[config.mk]
export PLATFORM = sky130hd
export DESIGN_NAME = ps2_host_tx_flat
export DESIGN_NICKNAME = d
export VERILOG_FILES = /design/src/rtl/ps2_host_tx_if.sv /design/src/rtl/ps2_host_tx.sv /design/src/flat_wrapper.sv
export SDC_FILE = /design/constraint.sdc
export NUM_CORES = 1
export LEC_CHECK = 0
export ABC_CLOCK_PERIOD_IN_PS = 4100
export BUFFER_PORTS_ARGS = -buffer_cell sky130_fd_sc_hd__buf_4
export CAP_MARGIN = 20
export CORE_MARGIN = 4
export CORE_UTILIZATION = 60
export DETAILED_ROUTE_END_ITERATION = 16
export GPL_TIMING_DRIVEN = 1
export HOLD_SLACK_MARGIN = 0.03
export PLACE_DENSITY_LB_ADDON = 0.2
export REMOVE_ABC_BUFFERS = 1
export SLEW_MARGIN = 20
export SYNTH_ARGS = -nofsm -noshare
export SYNTH_HDL_FRONTEND = slang
export SYNTH_SLANG_ARGS = --single-unit
[constraint.sdc]
create_clock -name clk -period 4.1 [get_ports clk]
set_input_delay 0.82 -clock clk [delete_from_list [all_inputs] [get_ports clk]]
set_output_delay 0.82 -clock clk [all_outputs]
set_load 0.005 [all_outputs]
[src/rtl/ps2_host_tx_if.sv]
// Command handshake between the top-level controller and the PS/2 host transmitter.
interface ps2_host_tx_if;
    logic [7:0] tx_data;
    logic       tx_valid;
    logic       tx_ready;
    logic       tx_busy;
    logic       tx_done;
    logic       tx_err;
    logic [1:0] tx_err_code;

    modport master (
        output tx_data, tx_valid,
        input  tx_ready, tx_busy, tx_done, tx_err, tx_err_code
    );

    modport slave (
        input  tx_data, tx_valid,
        output tx_ready, tx_busy, tx_done, tx_err, tx_err_code
    );
endinterface

[src/rtl/ps2_host_tx.sv]
// PS/2 host-to-device transmitter: inhibit, request-to-send, 11-clock frame, ACK check.
// Optional device-clock watchdog enabled by defining PS2_HOST_TX_TIMEOUT_EN.
module ps2_host_tx #(
    parameter int unsigned INHIBIT_CYCLES = 5000,
    parameter int unsigned TIMEOUT_CYCLES = 750000
) (
    input  logic         clk,
    input  logic         rst,
    input  logic         ps2_clk_i,
    input  logic         ps2_data_i,
    output logic         ps2_clk_oe,
    output logic         ps2_data_oe,
    ps2_host_tx_if.slave tx
);
    localparam int unsigned INH_W = (INHIBIT_CYCLES > 1) ? $clog2(INHIBIT_CYCLES) : 1;

    if (INHIBIT_CYCLES == 0 || TIMEOUT_CYCLES < 2) begin : g_bad_params
        $error("ps2_host_tx: INHIBIT_CYCLES must be >= 1 and TIMEOUT_CYCLES >= 2");
    end

    typedef enum logic [2:0] {
        S_IDLE,
        S_INHIBIT,
        S_REQ,
        S_SHIFT,
        S_WAIT_IDLE
    } state_e;

    state_e             state_q, state_d;
    logic [INH_W-1:0]   inh_cnt_q, inh_cnt_d;
    logic [3:0]         n_q, n_d;
    logic [9:0]         sh_q, sh_d;
    logic               clk_oe_q, clk_oe_d;
    logic               data_oe_q, data_oe_d;
    logic               ready_q, ready_d;
    logic               busy_q, busy_d;
    logic               done_q, done_d;
    logic               err_q, err_d;
    logic [1:0]         err_code_q, err_code_d;
    logic               clk_meta_q, clk_meta_d, clk_sync_q, clk_sync_d, clk_prev_q, clk_prev_d;
    logic               data_meta_q, data_meta_d, data_sync_q, data_sync_d;
    logic               fall;

`ifdef PS2_HOST_TX_TIMEOUT_EN
    localparam int unsigned WD_W = $clog2(TIMEOUT_CYCLES);
    logic [WD_W-1:0]    wd_q, wd_d;
`endif

    // Two-stage synchronisers plus clock history for falling-edge detection
    always_comb begin
        clk_meta_d  = ps2_clk_i;
        clk_sync_d  = clk_meta_q;
        clk_prev_d  = clk_sync_q;
        data_meta_d = ps2_data_i;
        data_sync_d = data_meta_q;
    end

    assign fall = clk_prev_q & ~clk_sync_q;

    always_comb begin
        state_d    = state_q;
        inh_cnt_d  = inh_cnt_q;
        n_d        = n_q;
        sh_d       = sh_q;
        clk_oe_d   = 1'b0;
        data_oe_d  = data_oe_q;
        done_d     = 1'b0;
        err_d      = 1'b0;
        err_code_d = err_code_q;
`ifdef PS2_HOST_TX_TIMEOUT_EN
        wd_d       = wd_q;
`endif

        case (state_q)
            S_IDLE: begin
                if (tx.tx_valid) begin
                    state_d   = S_INHIBIT;
                    inh_cnt_d = '0;
                    n_d       = 4'd0;
                    sh_d      = {1'b1, ~^tx.tx_data, tx.tx_data};
                    clk_oe_d  = 1'b1;
                end
            end
            S_INHIBIT: begin
                clk_oe_d = 1'b1;
                if (inh_cnt_q == INH_W'(INHIBIT_CYCLES - 1)) begin
                    state_d   = S_REQ;
                    data_oe_d = 1'b1;
                end else begin
                    inh_cnt_d = inh_cnt_q + INH_W'(1);
                end
            end
            S_REQ: begin
                // Start bit stays driven low while the clock is handed to the device
                state_d   = S_SHIFT;
                data_oe_d = 1'b1;
`ifdef PS2_HOST_TX_TIMEOUT_EN
                wd_d      = '0;
`endif
            end
            S_SHIFT: begin
                if (fall) begin
                    n_d = n_q + 4'd1;
                    if (n_q == 4'd10) begin
                        if (data_sync_q) begin
                            state_d    = S_IDLE;
                            err_d      = 1'b1;
                            err_code_d = 2'b01;
                        end else begin
                            state_d = S_WAIT_IDLE;
                        end
                    end else begin
                        data_oe_d = ~sh_q[0];
                        sh_d      = {1'b0, sh_q[9:1]};
                    end
                end
            end
            S_WAIT_IDLE: begin
                if (clk_sync_q && data_sync_q) begin
                    state_d = S_IDLE;
                    done_d  = 1'b1;
                end
            end
            default: state_d = S_IDLE;
        endcase

`ifdef PS2_HOST_TX_TIMEOUT_EN
        // Watchdog on the gap between device clock falls
        if (state_q == S_SHIFT || state_q == S_WAIT_IDLE) begin
            if (fall) begin
                wd_d = '0;
            end else if (wd_q == WD_W'(TIMEOUT_CYCLES - 1)) begin
                state_d    = S_IDLE;
                done_d     = 1'b0;
                err_d      = 1'b1;
                err_code_d = 2'b10;
            end else begin
                wd_d = wd_q + WD_W'(1);
            end
        end
`endif

        if (state_d == S_IDLE) begin
            clk_oe_d  = 1'b0;
            data_oe_d = 1'b0;
        end
        ready_d = (state_d == S_IDLE);
        busy_d  = (state_d != S_IDLE);
    end

    always_ff @(posedge clk) begin
        if (rst) begin
            state_q     <= S_IDLE;
            inh_cnt_q   <= '0;
            n_q         <= 4'd0;
            sh_q        <= '0;
            clk_oe_q    <= 1'b0;
            data_oe_q   <= 1'b0;
            ready_q     <= 1'b1;
            busy_q      <= 1'b0;
            done_q      <= 1'b0;
            err_q       <= 1'b0;
            err_code_q  <= 2'b00;
            clk_meta_q  <= 1'b1;
            clk_sync_q  <= 1'b1;
            clk_prev_q  <= 1'b1;
            data_meta_q <= 1'b1;
            data_sync_q <= 1'b1;
`ifdef PS2_HOST_TX_TIMEOUT_EN
            wd_q        <= '0;
`endif
        end else begin
            state_q     <= state_d;
            inh_cnt_q   <= inh_cnt_d;
            n_q         <= n_d;
            sh_q        <= sh_d;
            clk_oe_q    <= clk_oe_d;
            data_oe_q   <= data_oe_d;
            ready_q     <= ready_d;
            busy_q      <= busy_d;
            done_q      <= done_d;
            err_q       <= err_d;
            err_code_q  <= err_code_d;
            clk_meta_q  <= clk_meta_d;
            clk_sync_q  <= clk_sync_d;
            clk_prev_q  <= clk_prev_d;
            data_meta_q <= data_meta_d;
            data_sync_q <= data_sync_d;
`ifdef PS2_HOST_TX_TIMEOUT_EN
            wd_q        <= wd_d;
`endif
        end
    end

    assign ps2_clk_oe     = clk_oe_q;
    assign ps2_data_oe    = data_oe_q;
    assign tx.tx_ready    = ready_q;
    assign tx.tx_busy     = busy_q;
    assign tx.tx_done     = done_q;
    assign tx.tx_err      = err_q;
    assign tx.tx_err_code = err_code_q;
endmodule

[src/flat_wrapper.sv]
// flat-port wrapper written by rule: the top's interface ports become plain ports
module ps2_host_tx_flat 
#(
    parameter int unsigned INHIBIT_CYCLES = 5000,
    parameter int unsigned TIMEOUT_CYCLES = 750000
)
  (clk, rst, ps2_clk_i, ps2_data_i, ps2_clk_oe, ps2_data_oe, tx_tx_data, tx_tx_valid, tx_tx_ready, tx_tx_busy, tx_tx_done, tx_tx_err, tx_tx_err_code);
  ps2_host_tx_if tx_i ();
  input  logic clk;
  input  logic rst;
  input  logic ps2_clk_i;
  input  logic ps2_data_i;
  output logic ps2_clk_oe;
  output logic ps2_data_oe;
  input wire logic [$bits(tx_i.tx_data)-1:0] tx_tx_data;
  input wire logic [$bits(tx_i.tx_valid)-1:0] tx_tx_valid;
  output wire logic [$bits(tx_i.tx_ready)-1:0] tx_tx_ready;
  output wire logic [$bits(tx_i.tx_busy)-1:0] tx_tx_busy;
  output wire logic [$bits(tx_i.tx_done)-1:0] tx_tx_done;
  output wire logic [$bits(tx_i.tx_err)-1:0] tx_tx_err;
  output wire logic [$bits(tx_i.tx_err_code)-1:0] tx_tx_err_code;
  assign tx_i.tx_data = tx_tx_data;
  assign tx_i.tx_valid = tx_tx_valid;
  assign tx_tx_ready = tx_i.tx_ready;
  assign tx_tx_busy = tx_i.tx_busy;
  assign tx_tx_done = tx_i.tx_done;
  assign tx_tx_err = tx_i.tx_err;
  assign tx_tx_err_code = tx_i.tx_err_code;
  ps2_host_tx #(.INHIBIT_CYCLES(INHIBIT_CYCLES), .TIMEOUT_CYCLES(TIMEOUT_CYCLES)) u_core (.clk(clk), .rst(rst), .ps2_clk_i(ps2_clk_i), .ps2_data_i(ps2_data_i), .ps2_clk_oe(ps2_clk_oe), .ps2_data_oe(ps2_data_oe), .tx(tx_i));
endmodule
# --- Yosys cells after proc, flatten, opt, wreduce, memory -nomap -nowiden ---
# Index checks and enable logic that the tools add are counted.
classes:
  n_addsub: 2
  eq_ne: 11
  mux: 25
  bitwise: 7
  n_reduce_logical: 16
ops:
  columns: ["op", "n"]
  rows:
  - ["2-to-1 mux 10 bit", 3]
  - ["2-to-1 mux 13 bit", 2]
  - ["one-hot mux 13 bit (2 select lines)", 1]
  - ["one-hot mux 10 bit (2 select lines)", 1]
  - ["2-to-1 mux 3 bit", 6]
  - ["one-hot mux 3 bit (5 select lines)", 1]
  - ["adder 13 x 1 -> 13 bit (second input constant)", 1]
  - ["== test 13 bit (second input constant)", 1]
  - ["AND reduction 4 bit", 3]
  - ["2-to-1 mux 4 bit", 2]
  - ["one-hot mux 4 bit (2 select lines)", 1]
  - ["XNOR reduction 8 bit", 1]
  - ["== test 3 x 2 -> 1 bit (second input constant)", 2]
  - ["zero test 3 bit", 2]
  - ["2-to-1 mux 1 bit", 6]
  - ["!= test 2 bit (second input constant)", 3]
  - ["inverter 1 bit", 6]
  - ["AND reduction 3 bit", 2]
  - ["nonzero test 3 bit", 2]
  - ["adder 4 x 1 -> 4 bit (second input constant)", 1]
  - ["== test 4 bit (second input constant)", 1]
  - ["!= test 2 x 1 -> 1 bit (second input constant)", 2]
  - ["nonzero test 2 bit", 2]
  - ["OR reduction 2 bit", 2]
  - ["other kinds (7)", 7]
word_totals:
  register_bits: 42
  input_bits: 13

# --- Longest topological paths before layout ---
# Gate-level depths: netlist (run 1).
logic_depth:
  word_depth: 6
  ltp_mapped: 7
  ltp_nobuf: 6

# --- Least setup slack after synthesis (run 1) ---
# Ideal clock, no wire load.
synth_path:
  kind: "input -> register"
  startpoint: "in tx_tx_valid"
  endpoint: "reg u_core.sh_q[8]"
  setup_time_ns: 0.120
  arrival_ns: 2.058
  required_ns: 3.980
  slack_ns: 1.922
  stages: 5
  path_cell_list: "or3b_4 a221oi_4 buf_6 mux2i_1 o21ai_1"
synth_between:
  elab_chain_len: 2
synth_rtl:
  columns: ["item", "line", "rtl"]
  rows:
  - ["start, declared", "flat_wrapper.sv:16", "input wire logic [$bits(tx_i.tx_valid)-1:0] tx_tx_valid;"]
  - ["!= test 2 bit (no source line)", null, null]
  - ["AND reduction 4 bit (no source line)", null, null]
  - ["end signal, assigned", "ps2_host_tx.sv:156", "sh_q <= '0;"]
  - ["end signal, assigned", "ps2_host_tx.sv:176", "sh_q <= sh_d;"]
  - ["end, declared", "ps2_host_tx.sv:32", "logic [9:0] sh_q, sh_d;"]
# Every way passes these cells.
# A chain may end at the register's enable or synchronous reset.

# --- Final worst setup path (run 1) ---
layout_path:
  startpoint: "reg u_core.state_q[0]"
  endpoint: "reg u_core.sh_q[8]"
layout_between:
  elab_chain_len: 3
  elab_cells_between_ends: 8
layout_rtl:
  columns: ["item", "line", "rtl"]
  rows:
  - ["start, declared", "ps2_host_tx.sv:29", "state_e state_q, state_d;"]
  - ["start signal, assigned", "ps2_host_tx.sv:173", "state_q <= state_d;"]
  - ["== test 3 x 2 -> 1 bit or zero test 3 bit (tied branches)", "ps2_host_tx.sv:74", "case (state_q)"]
  - ["!= test 2 x 1 -> 1 bit (no source line) (tied with other cells)", null, null]
  - ["AND reduction 4 bit (no source line)", null, null]
# Several ways; a longest one is shown, not always the timed one.

==> reports/metrics.yaml, run 1 <==
floorplanning:
  core_um2: 3130
  io_pins: 21
  die-area_um2: 4360
  dieHeight_um: 66.1
  start_util_pct: 64.6
  die_w_um: 66.1
  num_rows: 20
power:
  peakVddDrop_uv: 245
  powerDensity_nw_per_um2: 321
  p_total_uw: 715
  p_leak_uw: 0.000808
timing:
  finalHoldViolCount: 0
  min_period_over_period_pct: 54.7
  setup_viol: 0
  fmax_ghz: 0.446
  final.setup.worst_slack_ns: 1.86
  fin_crit_ns: 2.24
  slew-limit-headroom_pct: 48.7
  rsz0062_at_grt: "no"
  slew_viol_final: 0
  tns_ns: 0
  fin_worst_skew_ns: 0.0130
  worst_slew_pin_slew_ns: 0.759
clock_network:
  cts_max_level: 2
  holdBufCountCts: 0
  cts-root-buf: "clkbuf_4"
  cts_max_path_buffers: 2
  postCtsSetupBuffers: 0
  cts_resized: 0
  clk_latency_ns: 0.36
  clk_pin_slew_ns: 0.12
  numCtsBuffers: 5
  cts_sinks: 42
  cts_tree: "yes"
synthesis:
  synth-seq-area-share_pct: 41.6
  syn-instance-count: 227
  async_reset_ff_share_pct: 0
  synth_ff_type: "dfxtp_1"
  synthTopCellsByArea: "dfxtp_1 (42%), xnor2_1 (3.9%), a21oi_1 (3.5%)"
  ys_ff_latch: 42
  syn_avg_cell_area_um2: 8.91
  yosys.area.top_type_share_pct: 41.6
  synth_cell_types: 56
  syn-cell-area_um2: 2020
  yosysTopAreaCell: "dfxtp_1"
  yosysWarnings: 0
  synth-edff-count: 0
status:
  status: "finished clean"
routing:
  viasPerCell: 5.81
  drtIter0Drc: 95
  wire_per_inst_um: 13.4
  drcViolationCount: 0
  final_antenna_net_count: 0
  vias: 1672
  routed_wl_um: 3850
  first_pass_iters: 4
grt:
  grt_overflow: 0
  grt_pass1_vias: 1591
  antenna_found_initial: 0
  grt_first_pass_wirelength_um: 7010
  grt_max_degree: 22
  grt_usage_pct: 20.4
critical_path:
  critical_path_class: "flop to flop"
  startpoint_type: "flop"
  crit_required_ns: 4.36
  crit_arrival_ns: 2.50
  cp_max_fo: 21
  end_kind: "flop"
place:
  dp_slack_ns: 1.62
  port_buffers: 19
  hpwl_um: 2790
  place.gp.congestion: 0.838
finish:
  diodes: 0
  area_delta_synth_final_pct: 10.1
  drive_gt1_share_pct: 18.9
  layout.nets: 259
worst_hold_path:
  hold_class: "flop to flop"
run:
  cap_violations: 0
## cells in the final DEF (no fill, tap or decap), drive strengths merged, types with 7 or more instances in the layout
master / instances
xnor2: 9
nand3: 14
nand2: 17
or2: 7
nor2: 19
a21oi: 14
a311oi: 9
o21ai: 10
dfxtp: 42
buf: 19
## kinds of logic (layout without fill, tap and decap cells)
kind of cell / count (synthesis) / in the layout / share of synthesized area (%)
flip-flops: 42 / 42 / 41.6
AO/OA/AOI/OAI: 47 / 47 / 16.5
buffers and inverters: 16 / 33 / 3.71
XOR/XNOR: 11 / 11 / 4.77
other: 1 / 1 / 0.185
adder cells (fa/ha/maj): 3 / 3 / 1.86
AND/OR/NAND/NOR: 104 / 104 / 29.9
multiplexers: 3 / 3 / 1.55
## cell type report
type                       instances  area (um2)
multi-input combinational        169        1110
fill                             263         902
sequential                        42         841
timing repair buffer              19         143
tap                               44        55.1
clock buffer                       5        37.5
inverter                           6        22.5
clock inverter                     3        21.3
## report_power, final
part	internal, uW	switching, uW
Combinational	37.3	37.8
Sequential	423	11.8
Clock	66.7	139
Total	527	188
## final timing paths
kind / start / slack (ns) / cells past startpoint / to
min: u_core.clk_meta_q$_SDFF_PP1_ / 0.42 / 1 / u_core.clk_prev_d$_SDFF_PP1_
min reg2reg: u_core.clk_meta_q$_SDFF_PP1_ / 0.42 / 1 / u_core.clk_prev_d$_SDFF_PP1_
max: u_core.state_q[0]$_SDFF_PP0_ / 1.86 / 4 / u_core.sh_q[8]$_SDFFE_PP0P_
max reg2reg: u_core.state_q[0]$_SDFF_PP0_ / 1.86 / 4 / u_core.sh_q[8]$_SDFFE_PP0P_
## routing by layer
metal | vias to the layer above | routed length [um] | GRT usage (%)
li1 | 852 | - | -
met1 | 780 | 1680 | 24.6
met2 | 32 | 1950 | 36.0
met3 | 8 | 165 | 4.59
met4 | 0 | 57 | 6.09
met5 | - | 0 | 0
## worst max-delay path, cell delays in order, from the launching register on
cell and delay (ns):
dfxtp_1 0.82, nand4b_2 0.28, a221oi_4 0.73, mux2i_1 0.25, o21ai_1 0.07
## registers in the layout (all words and copies together) (netlist names), 3 cells and up
name              cells
u_core.inh_cnt_q     13
u_core.sh_q          10
u_core.n_q            4
u_core.state_q        3
## Yosys cell counts, drive strengths merged (3+ instances only)
master	n
a211oi	5
a21oi	14
a311oi	9
and3	4
buf	7
clkbuf	3
dfxtp	42
ha	3
inv	6
nand2	17
nand2b	3
nand3	14
nand3b	3
nand4	4
nor2	19
nor2b	5
nor3	6
o21ai	10
or2	7
or3	6
or4	3
xnor2	9
## metrics by stage
step	instances	cell area (um2)	hold slack (ns)	util, %
after floorplan	217	1970	0.389	-
after global placement	280	2170	0.392	69.3
after detailed placement	280	2170	0.396	69.3
after CTS	288	2230	0.427	71.2
after global routing	288	2230	0.440	71.2
final	288	2230	0.423	71.2
Note: power is estimated with default switching activity, not from simulation.
==> run 2, diff against run 1 <==
- ABC_CLOCK_PERIOD_IN_PS: 4100 -> 2000
- CORE_UTILIZATION: 60 -> 52
- clock period: 4.1 -> 2 ns (I/O delays scaled with it)
==> run 2 against run 1 <==
Net effect: worst hold slack worse by 0.13 ns; utilization down 8.4 points; clock power rose to 2.7 times the previous value; register-to-register slack worse by 1.7 ns; largest power group unchanged; flip-flop and latch count unchanged; count of clock-buffer cells in the layout up 2; largest cell class unchanged; cell count up 3.8%; first-iteration DRC count up 21%; design area up 4.7%; combinational power up 140%; setup slack worse by 1.7 ns.
==> reports/metrics.yaml, run 2 (synthesis gave the netlist of run 1 again) <==
clock_network:
  numCtsBuffers: 5
  holdBufCountCts: 0
  cts-root-buf: "clkbuf_8"
  cts_sinks: 42
  clk_latency_ns: 0.29
  cts_max_level: 2
  cts_tree: "yes"
  cts_max_path_buffers: 2
  clk_pin_slew_ns: 0.07
critical_path:
  startpoint_type: "flop"
  crit_chain: "inv_1, ha_1, and4b_1, a221oi_4, buf_12, mux2i_1, o21ai_1"
  end_kind: "flop"
  critical_path_class: "flop to flop"
  crit_arrival_ns: 2.01
  critPathSlowestCell: "dfxtp_1"
  crit_required_ns: 2.18
  max_stage_delay_ns: 0.39
  cp_max_fo: 19
power:
  peakVddDrop_uv: 461
  pwr-share-clk_pct: 34.6
  seqPwrFrac_pct: 54.4
  power_switching_uw: 390
  internal-power_uw: 1230
  combinationalPowerShare_pct: 10.9
  switching_share_pct: 24.0
  powerDensity_nw_per_um2: 697
  p_total_uw: 1620
  p_leak_uw: 0.000867
grt:
  grt_overflow: 0
  grt_max_degree: 22
  grt_first_pass_wirelength_um: 7290
  grt_pass1_vias: 1661
  antenna_found_initial: 0
  grt_usage_pct: 17.9
timing:
  fmax_ghz: 0.548
  min_period_over_period_pct: 91.2
  fin_crit_ns: 1.82
  tns_ns: 0
  final.setup.worst_slack_ns: 0.175
  rsz0062_at_grt: "no"
  slew_viol_final: 0
  setup_viol: 0
  worst_slew_pin_slew_ns: 0.652
  fin_worst_skew_ns: 0.00618
  slew-limit-headroom_pct: 55.9
  finalHoldViolCount: 0
routing:
  first_pass_iters: 4
  viasPerCell: 5.65
  vias: 1688
  routed_wl_um: 4170
  wire_per_inst_um: 14.0
  drcViolationCount: 0
  drtIter0Drc: 115
  final_antenna_net_count: 0
finish:
  layout.nets: 266
  largestRegisters: "u_core.inh_cnt_q (13), u_core.sh_q (10), u_core.n_q (4)"
  diodes: 0
  fillers: 350
  drive_gt1_share_pct: 21.1
  largest_register_ffs: 13
  layout_common_cells: "dfxtp_1 (42), buf_4 (25), nand2_1 (17), nor2_1 (17)"
  area_delta_synth_final_pct: 15.3
  top_register: "u_core.inh_cnt_q"
  layout_commonest_cell: "dfxtp_1"
place:
  hpwl_um: 2970
  port_buffers: 19
  place.gp.congestion: 0.804
  dp_slack_ns: 0.181
floorplanning:
  io_pins: 21
  die-area_um2: 4950
  start_util_pct: 54.4
  dieHeight_um: 70.4
  num_rows: 22
  core_um2: 3720
  die_w_um: 70.4
run:
  cap_violations: 0
status:
  status: "finished clean"
worst_hold_path:
  hold_class: "input port to flop"
## run 2: area by class of cell
type                    instances  area, um2  area share (%)
clock buffers                   7       86.3            3.70
flip-flops and latches         42        841            36.1
clock inverters                 1       5.00           0.215
repair buffers                 26        208            8.91
multi-input cells             169       1110            47.6
inverters                       6       22.5           0.966
well taps                      48       60.1            2.58
## run 2: worst max-delay path, delay by kind of cell, from the launching register on
family          cells  cell delay [ns]
fa+ha+maj           1             0.21
simple gates        1             0.26
flops               1             0.39
compound gates      2             0.37
mux                 1             0.21
buf+inv             2             0.27
## run 2: what timing repair did
item,CTS,global route
setup endpoints to repair,0,2
resized for setup,0,1
setup buffers,0,0
endpoints found under the hold margin,0,0
## run 2: metrics by stage
step | cells | util (%) | hold slack, ns | cell area, um2
floorplan | 217 | - | 0.389 | 1970
global placement | 291 | 60.2 | 0.391 | 2240
detailed placement | 291 | 60.2 | 0.394 | 2240
CTS | 299 | 62.7 | 0.284 | 2330
global route | 299 | 62.7 | 0.293 | 2330
finish | 299 | 62.7 | 0.288 | 2330
## run 2: path summary, 6_finish.rpt
check,slack (ns),from,depth (start not counted),to
worst max register to register,0.18,u_core.n_q[0]$_SDFFE_PP0P_,7,u_core.sh_q[8]$_SDFFE_PP0P_
worst max-delay path,0.18,u_core.n_q[0]$_SDFFE_PP0P_,7,u_core.sh_q[8]$_SDFFE_PP0P_
worst min register to register,0.41,u_core.clk_meta_q$_SDFF_PP1_,1,u_core.clk_prev_d$_SDFF_PP1_
worst min-delay path,0.29,ps2_clk_i,2,u_core.clk_meta_q$_SDFF_PP1_
## run 2: power by group through the flow
stage	registers (uW)	logic, uW	clock network [uW]
5_1_grt	888	197	601
2_1_floorplan	905	102	0
4_1_cts	884	180	573
6_report	884	178	562
3_3_place_gp	903	177	0
3_5_place_dp	903	179	0
## run 2: layer usage
metal  vias up  share of wire [%]  track usage (%)
li1        866                  -                -
met1       785                 46             21.0
met2        30                 50             31.5
met3         7                3.1             3.45
met4         0                1.5             7.23
met5         -                  0                0
==> run 3, diff against run 2 <==
==> constraint.sdc (replaced) <==
create_clock -name clk -period 2 [get_ports clk]
set_input_delay 0.1 -clock clk [delete_from_list [all_inputs] [get_ports clk]]
set_output_delay 0.1 -clock clk [all_outputs]
set_load 0.005 [all_outputs]
==> run 3 against run 2 <==
Net effect: via count grew 2.0%; critical path type unchanged; fmax shrank 0.49%; count of clock-buffer cells in the layout is the same.
==> reports/metrics.yaml, run 3 (synthesis gave the netlist of run 1 again) <==
finish:
  layout.nets: 270
  layout_common_cells: "dfxtp_1 (42), buf_4 (28), nor2_1 (18), nand2_1 (17)"
  drive_gt1_share_pct: 20.8
  stdcell_count: 303
  fillers: 351
  largestRegisters: "u_core.inh_cnt_q (13), u_core.sh_q (10), u_core.n_q (4)"
  top_register: "u_core.inh_cnt_q"
  largest_register_ffs: 13
  multiInputGateArea_um2: 1110
  diodes: 0
  regArea_um2: 841
  area_delta_synth_final_pct: 17.0
  layout_commonest_cell: "dfxtp_1"
critical_path:
  critical_path_class: "flop to flop"
  ff2ff_path_depth: 7
  crit_family: "compound AO/OA/AOI/OAI gates"
  reg2reg_to: "u_core.sh_q[5]$_SDFFE_PP0P_"
  startpoint_type: "flop"
  critPathSlowestCell: "dfxtp_1"
  crit_required_ns: 2.20
  crit_chain: "inv_1, ha_1, and4b_1, a221oi_4, buf_4, nor2_1, a311oi_1"
  max_stage_delay_ns: 0.38
  cp_num_buf_inv: 2
  cp_max_fo: 19
  crit_path_start: "u_core.n_q[0]$_SDFFE_PP0P_"
  end_kind: "flop"
  rr_startpoint: "u_core.n_q[0]$_SDFFE_PP0P_"
  crit_arrival_ns: 2.03
  rrSetupSlack_ns: 0.17
clock_network:
  cts-root-buf: "clkbuf_8"
  clk_latency_ns: 0.29
  postCtsSetupBuffers: 0
  cts_max_path_buffers: 2
  cts_resized: 0
  holdBufCountCts: 2
  clk_pin_slew_ns: 0.08
  cts_tree: "yes"
  cts_sinks: 42
  numCtsBuffers: 5
  cts_max_level: 2
power:
  p_total_uw: 1720
  powerDensity_nw_per_um2: 726
  p_leak_uw: 0.000884
  peakVddDrop_uv: 555
place:
  dpl.cell_count: 293
  place.gp.congestion: 0.856
  port_buffers: 19
  hpwl_um: 3010
worst_hold_path:
  hold_end: "u_core.sh_q[4]$_SDFFE_PP0P_"
  hold_class: "input port to flop"
  hold_start: "tx_tx_data[4]"
  hold_path_depth: 3
routing:
  vias: 1721
  first_pass_iters: 4
  drcViolationCount: 0
  drtIter0Drc: 53
  wire_per_inst_um: 14.0
  routed_wl_um: 4240
  final_antenna_net_count: 0
  viasPerCell: 5.68
floorplanning:
  dieHeight_um: 70.4
  core_um2: 3720
  die_w_um: 70.4
  num_rows: 22
  io_pins: 21
  die-area_um2: 4950
  start_util_pct: 54.4
timing:
  fin_crit_ns: 1.83
  fin_worst_skew_ns: 0.00944
  finalHoldViolCount: 0
  worst_slew_pin_slew_ns: 0.611
  setup_viol: 0
  slew-limit-headroom_pct: 58.7
  rsz0062_at_grt: "no"
  slew_viol_final: 0
  tns_ns: 0
  min_period_over_period_pct: 91.7
  fmax_ghz: 0.545
  holdWs_ns: 0.0877
grt:
  grt_overflow: 0
  grt_max_degree: 22
  antenna_found_initial: 0
  grt_usage_pct: 18.1
  grt_pass1_vias: 1592
  grt_first_pass_wirelength_um: 7220
run:
  cap_violations: 0
status:
  status: "finished clean"
[run 3: changes by cell type in the layout (fill, tap and decap cells not counted)]
cell	delta
dlygate4sd3_1	+2
nor2_1	+1
clkbuf_8	-1
clkbuf_1	+1
clkinv_2	-1
bufinv_16	+1
buf_4	+3
nor2_2	-1
buf_12	-1
[run 3: power by group]
part | internal, uW | switching, uW
clock network | 374 | 280
logic | 90.4 | 88.7
registers | 867 | 18.5
[run 3: through the flow]
step,util (%),worst slack (ns),cell area [um2]
5_1_grt,63.7,0.0208,2370
3_3_place_gp,60.3,0.224,2240
4_1_cts,63.7,0.157,2370
6_report,63.7,0.166,2370
2_1_floorplan,-,0.0742,1970
3_5_place_dp,60.3,0.201,2240
[run 3: worst max-delay path by stage]
stage | slack (ns) | end | cells after the start
final | 0.17 | u_core.sh_q[5]$_SDFFE_PP0P_ | 7
after global routing | 0.02 | u_core.inh_cnt_q[10]$_SDFFE_PP0P_ | 5
after CTS | 0.16 | u_core.sh_q[5]$_SDFFE_PP0P_ | 7
after detailed placement | 0.20 | u_core.sh_q[5]$_SDFFE_PP0P_ | 7
after global placement | 0.22 | u_core.inh_cnt_q[2]$_SDFFE_PP0P_ | 4
after floorplan | 0.07 | u_core.sh_q[8]$_SDFFE_PP0P_ | 4
[run 3: layout make-up]
class / count / share of cell area (%)
clock buffer: 7 / 3.23
clock inverter: 1 / 1.27
inverter: 6 / 0.952
multi-input combinational: 169 / 46.7
sequential: 42 / 35.5
tap: 48 / 2.54
timing repair buffer: 30 / 9.73
[run 3: worst reg2reg max path: stages, from the launching register on]
cell and delay [ns]:
dfxtp_1 0.38, inv_1 0.07, ha_1 0.21, and4b_1 0.26, a221oi_4 0.23, buf_4 0.27, nor2_1 0.06, a311oi_1 0.27
[run 3: metal layers]
| metal | wire [um] | GRT usage [%] | vias up | share of wire, % |
|---|---|---|---|---|
| met5 | 0 | 0 | - | 0 |
| met4 | 54 | 6.17 | 0 | 1.3 |
| met3 | 153 | 4.60 | 5 | 3.6 |
| met2 | 2160 | 31.2 | 30 | 51 |
| met1 | 1870 | 21.5 | 816 | 44 |
| li1 | - | - | 870 | - |
